### config.mk
export PLATFORM = sky130hd
export DESIGN_NAME = tx_interface
export DESIGN_NICKNAME = d
export VERILOG_FILES = /design/src/rtl/tx_interface_pkg.sv /design/src/rtl/tx_interface.sv
export SDC_FILE = /design/constraint.sdc
export NUM_CORES = 1
export LEC_CHECK = 0
export ABC_AREA = 1
export CAP_MARGIN = 10
export CORE_AREA = 8 8 67 69
export DETAILED_ROUTE_END_ITERATION = 7
export DIE_AREA = 0 0 75 77
export PLACE_DENSITY = 0.65
export SLEW_MARGIN = 20
export SYNTH_ARGS = -nofsm -noshare
export SYNTH_HDL_FRONTEND = slang
export SYNTH_SLANG_ARGS = --single-unit
export TNS_END_PERCENT = 100
### constraint.sdc
create_clock -name i_clock -period 1.4 [get_ports i_clock]
set_input_delay 0.35 -clock i_clock [delete_from_list [all_inputs] [get_ports i_clock]]
set_output_delay 0.35 -clock i_clock [all_outputs]
set_load 0.03 [all_outputs]
### src/rtl/tx_interface_pkg.sv
// Shared definitions for the ALU response-frame transmitter: one-hot FSM states and default header.
// The host-side frame decoder imports this package as well, so both agree on the frame layout.
`timescale 1ns/1ps
package tx_interface_pkg;

  typedef enum logic [3:0] {
    IDLE     = 4'b0001,
    WAIT_HDR = 4'b0010,
    WAIT_RES = 4'b0100,
    WAIT_CHK = 4'b1000
  } state_t;

  localparam logic [7:0] DEFAULT_HEADER = 8'hA5;

endpackage

### src/rtl/tx_interface.sv
// Sends an ALU result as a header/result/checksum frame through uart_tx, one byte per done pulse.
// i_start -> first o_tx_start is 1 cycle; i_start is dropped (not queued) while a frame is in flight.
`timescale 1ns/1ps
module tx_interface
  import tx_interface_pkg::*;
#(
  parameter int                   DATA_BITS    = 8,
  parameter logic [DATA_BITS-1:0] HEADER       = DATA_BITS'(DEFAULT_HEADER),
  parameter bit                   USE_CHECKSUM = 1'b1
) (
  input  logic                 i_clock,
  input  logic                 i_reset,
  input  logic                 i_start,
  input  logic [DATA_BITS-1:0] i_alu_result,
  input  logic                 i_tx_done,
  output logic                 o_tx_start,
  output logic [DATA_BITS-1:0] o_tx_data,
  output logic                 o_busy,
  output logic                 o_frame_done
);

  state_t               state;
  logic [DATA_BITS-1:0] result_reg;
  logic                 byte_done;

  // A done pulse that coincides with our own load strobe cannot belong to the new byte.
  assign byte_done = i_tx_done && !o_tx_start;

  always_ff @(posedge i_clock) begin
    if (!i_reset) begin
      state        <= IDLE;
      o_tx_start   <= 1'b0;
      o_tx_data    <= '0;
      o_busy       <= 1'b0;
      o_frame_done <= 1'b0;
      result_reg   <= '0;
    end else begin
      o_tx_start   <= 1'b0;
      o_frame_done <= 1'b0;
      case (state)
        IDLE: begin
          if (i_start) begin
            result_reg <= i_alu_result;
            o_tx_data  <= HEADER;
            o_tx_start <= 1'b1;
            o_busy     <= 1'b1;
            state      <= WAIT_HDR;
          end
        end
        WAIT_HDR: begin
          if (byte_done) begin
            o_tx_data  <= result_reg;
            o_tx_start <= 1'b1;
            state      <= WAIT_RES;
          end
        end
        WAIT_RES: begin
          if (byte_done) begin
            if (USE_CHECKSUM) begin
              o_tx_data  <= HEADER ^ result_reg;
              o_tx_start <= 1'b1;
              state      <= WAIT_CHK;
            end else begin
              o_frame_done <= 1'b1;
              o_busy       <= 1'b0;
              state        <= IDLE;
            end
          end
        end
        WAIT_CHK: begin
          if (byte_done) begin
            o_frame_done <= 1'b1;
            o_busy       <= 1'b0;
            state        <= IDLE;
          end
        end
        default: begin
          state      <= IDLE;
          o_tx_data  <= '0;
          o_busy     <= 1'b0;
          result_reg <= '0;
        end
      endcase
    end
  end

endmodule

======== Word-level counts from Yosys, hierarchy flattened ========
Cells that the tools add are included.
word-level totals
  output and inout bits ................... 11
  logic and storage cells ................. 44
  register bits ........................... 23
  bits of input ports ..................... 12
cells by class
  equal/unequal tests ..................... 8
  reduce and logical (&&, ||, !) cells .... 9
  bitwise logic cells ..................... 4
  muxes and demuxes ....................... 17
operators with widths
  operator              count
  $mux W8               4
  $pmux W8 S4           1
  $mux W4               4
  $pmux W4 S4           1
  $pmux W8 S2           1
  $ne A2 B2 Y1 const B  4
  $reduce_and A4 Y1     2
  $eq A4 B1 Y1 const B  1
  $eq A4 B2 Y1 const B  1
  $eq A4 B3 Y1 const B  1
  $eq A4 B4 Y1 const B  1
  $mux W1               4
  $not A4 Y4            1
  $reduce_and A2 Y1     2
  $not A1 Y1            3
  $pmux W1 S3           1
  $reduce_and A3 Y1     1
  $reduce_or A3 Y1      1
  $pmux W1 S2           1
  $reduce_or A2 Y1      1
  $logic_and A1 B1 Y1   1
  $logic_not A1 Y1      1

======== Longest topological paths before layout ========
  depth in word-level cells ............... 4
  depth in mapped cells ................... 9

======== Worst setup path after synthesis ========
OpenSTA, ideal clock, no wires.
  path type ............................... register to register
  from .................................... reg o_tx_start
  to ...................................... reg o_tx_data[2]
  data required time ...................... 1.287 ns
  arrival time ............................ 1.228 ns
  cell stages (with the launch flop) ...... 9
  path slack .............................. 0.059 ns
  cells stage by stage .................... dfxtp_1 inv_1 nand2_1 nand3_1 nand2_1 nor2_2 nand2_1 nand2_1 nor2_1
between the ends
  cells in the longest elaborated chain, start to end .. 4
  elaborated cells between the ends (all ways) .. 5
  those cells by class .................... 2 x eq/ne; 3 x reduce/logical
ends and longest elaborated chain
  item                             line                RTL
  start: declaration               tx_interface.sv:16  output logic o_tx_start,
  start signal: assignment         tx_interface.sv:32  o_tx_start <= 1'b0;
  start signal: assignment         tx_interface.sv:38  o_tx_start <= 1'b0;
  start signal: assignment         tx_interface.sv:45  o_tx_start <= 1'b1;
  $logic_not A1 Y1 (*)             tx_interface.sv:27  assign byte_done = i_tx_done && !o_tx_start;
  $logic_and A1 B1 Y1 (*)          tx_interface.sv:27
  $ne A2 B2 Y1 (no line)           --
  $reduce_and A4 Y1 (no line) (*)  --
  end signal: assignment           tx_interface.sv:52  o_tx_data <= result_reg;
  end signal: assignment           tx_interface.sv:60  o_tx_data <= HEADER ^ result_reg;
  end: declaration                 tx_interface.sv:17  output logic [DATA_BITS-1:0] o_tx_data,
Mark *: on every way between the ends. The rest lies on a longest branch, timed or not.
A chain may end at the register's enable or synchronous reset.

======== Worst setup path in the final report ========
  from .................................... in i_tx_done
  to ...................................... reg o_tx_data[0]
between the ends
  cells in the longest elaborated chain, start to end .. 3
  elaborated cells between the ends (all ways) .. 4
  those cells by class .................... 2 x eq/ne; 2 x reduce/logical
ends and longest elaborated chain
  item                             line                RTL
  start: declaration               tx_interface.sv:15  input logic i_tx_done,
  $logic_and A1 B1 Y1 (*)          tx_interface.sv:27
  $ne A2 B2 Y1 (no line)           --
  $reduce_and A4 Y1 (no line) (*)  --
Marks and branches as above.

==> metrics.txt <==
Max Cap Viol=0; CTS tree=yes; Synth area leaders=dfxtp_1 39%, nor2_1 16%, nand2_1 14%; number of fill cells=between 300 and 400; CTS Buffer Depth=2; post-synth top area share=39.32%; vias in the first global route=~1100; Worst R2R End=result_reg[0]; # IOs=23; largest net degree at the start of global routing=18; Diodes inserted=0; reg2reg start=state[2]; fraction of layout cells with a size suffix above 1=about a quarter; P_leak=0.7952 nW; RSZ-0062 raised after global routing=no; worst rel slew slack=85.96%; status=complete, no violations; FP Rows=22; maximum clock frequency=763.9 MHz; number of buffers created by CTS=3; XOR/XNOR Fraction of Synth Area=0%; Slew Limit Fails=0; Worst-Margin Slew=between 200 and 250 ps; CTS H-tree lvls=1; pwr dens=roughly 1100 nW/um^2; Avg Cell Area, Syn=6.365 um^2; Routed WL per cell=around 9.7 um; Die H=approximately 77 um; flops & latches, synth=23; Routed Antenna Nets=0; sequential area share after synthesis=39.32%; Initial Util=33.50%; number of flops mapped to enable cells by yosys=0; Post-Syn Area=1171 um^2; Final Wtd Congestion=0.8922; clock sinks=23; Reg2Reg Depth=8; via/cell ratio=roughly 4.3; Clock Latency Late Sink=300 ps; maximum vdd drop=0.6139 mV; Clock Pin Slew Worst Setup and Hold Paths=120 ps; Root Buffer=clkbuf_4; post-layout min period=1309 ps; startpoint types=primary input; Synth cell types=17; critical path launch point=i_tx_done; Area Growth Syn to Fin=34.40%; grt total ovfl=0; antenna violations before repair=0; first-pass GRT wire length=4512 um; final WL=2587 um; commonest cells in the synthesized netlist=51 x nor2_1, 44 x nand2_1, 24 x inv_1; setup_tns=0 ps; CP arrival=1560 ps; combinational family with the most area after synthesis=simple AND/OR/NAND/NOR gates; Die Wd=75 um; Core ar.=3496 um^2; Hold Path Class=register to register; Post CTS Setup Buffer Count=0; Adder-Cell Fraction of Synth Area=0%; FF-to-FF setup slack=between 100 and 150 ps; slowest stage cell, crit path=clkdlybuf4s50_1; Post-synth ARST share=0%; top-count cell post-synth=nor2_1; total die area=5775 um^2; CP required=approximately 1700 ps; warning count from the yosys run=0; post-synthesis compound-gate area fraction=roughly 3.6%; hpwl dp=roughly 2000 um; Nets=232; hold_ws=492.1 ps; post-synthesis simple-gate area fraction=47.44%; Top FF cell, synth=dfxtp_1; Max FO, Critical Path=6; First DRT Iteration DRCs=between 40 and 50; Syn Inst Count=184; CP peak stage delay=500 ps; drc violations=0; post-synth top area cell=dfxtp_1; Hold Vio Cnt, Final=0; clock skew=2.957 ps; crit path kind=primary input to register; Synth Net Count=196; element type at the critical path end=register; cell breakdown of the critical path=clkdlybuf4s50_1, nand2_2, nand3_1, nand2_2, nor2_4, buf_6, nor2_1, nor2_1; mux share of post-synthesis cell area=0%; All-Layer GR Usage=9.619%; crit path to=o_tx_data[0]; via count=1152; Port Buf Inserts=22; Setup-failing EPs final=0; fin crit share=93.51%; DRT Pass-1 Iters=4
==> layer usage <==
layer | share of wire (%) | track usage (%)
met2 | 49 | 16.35
met5 | 0 | 0
met4 | 0.46 | 2.353
met3 | 4.3 | 3.251
met1 | 46 | 10.96
==> cell usage in the layout, fill, tap and decap left out, drive strengths merged <==
cell type,count
a21oi,4
buf,13
clkbuf,11
clkdlybuf4s15,2
clkdlybuf4s50,11
dfxtp,23
inv,28
nand2,52
nand3,12
nor2,58
nor3,1
o21ai,3
o21bai,1
==> cell families (layout without fill, tap and decap cells) <==
logic type / after synthesis / count (layout)
flops: 23 / 23
simple gates: 123 / 123
buf+inv: 30 / 65
compound gates: 8 / 8
==> worst min-delay path by stage <==
stage | startpoint | end | slack [ps] | cells past startpoint
2_1_floorplan | result_reg[0] | result_reg[0] | 460 | 2
3_3_place_gp | result_reg[1] | result_reg[1] | 460 | 2
3_5_place_dp | result_reg[0] | result_reg[0] | 470 | 2
5_1_grt | result_reg[0] | result_reg[0] | 510 | 2
4_1_cts | result_reg[6] | result_reg[6] | 500 | 2
6_report | result_reg[0] | result_reg[0] | 490 | 2
==> stage by stage <==
step / util (%) / setup slack [ps] / instances / cell area [um^2] / power [mW]
after global routing: 45.03 / 12.68 / 267 / 1574 / 1.812
final: 45.03 / 90.90 / 267 / 1574 / 1.675
after detailed placement: 43.88 / -305.2 / 263 / 1534 / 1.393
after global placement: 43.88 / -278.0 / 263 / 1534 / 1.389
after CTS: 44.67 / 1.989 / 267 / 1562 / 1.690
after floorplan: - / 58.57 / 184 / 1171 / 1.168
==> critical path, delay by kind of cell <==
family / cells / cell delay, ps
buffers and inverters: 2 / 630
AND/OR/NAND/NOR: 6 / 580
==> what timing repair did <==
| item | in CTS | in global routing |
|---|---|---|
| pin swaps | 0 | 1 |
| gates resized for setup | 19 | 21 |
| hold buffers | 0 | 0 |
| endpoints found under the setup margin | 9 | 25 |
| gates cloned | 0 | 0 |
==> power breakdown <==
group	leakage (nW)	switching (mW)	internal, mW
registers	0.191	0.0432	0.736
clock network	0.0150	0.192	0.111
logic	0.589	0.359	0.233
total	0.795	0.595	1.08
==> final cells by class <==
| class | count | area (um^2) | area share (%) |
|---|---|---|---|
| Multi-Input combinational cell | 131 | 634.4 | 40.30 |
| Tap cell | 48 | 60.06 | 3.816 |
| Inverter | 28 | 105.1 | 6.677 |
| Sequential cell | 23 | 466.7 | 29.65 |
| Timing Repair Buffer | 33 | 281.5 | 17.89 |
| Clock buffer | 4 | 26.28 | 1.669 |
Note: power is estimated with default switching activity, not from simulation.
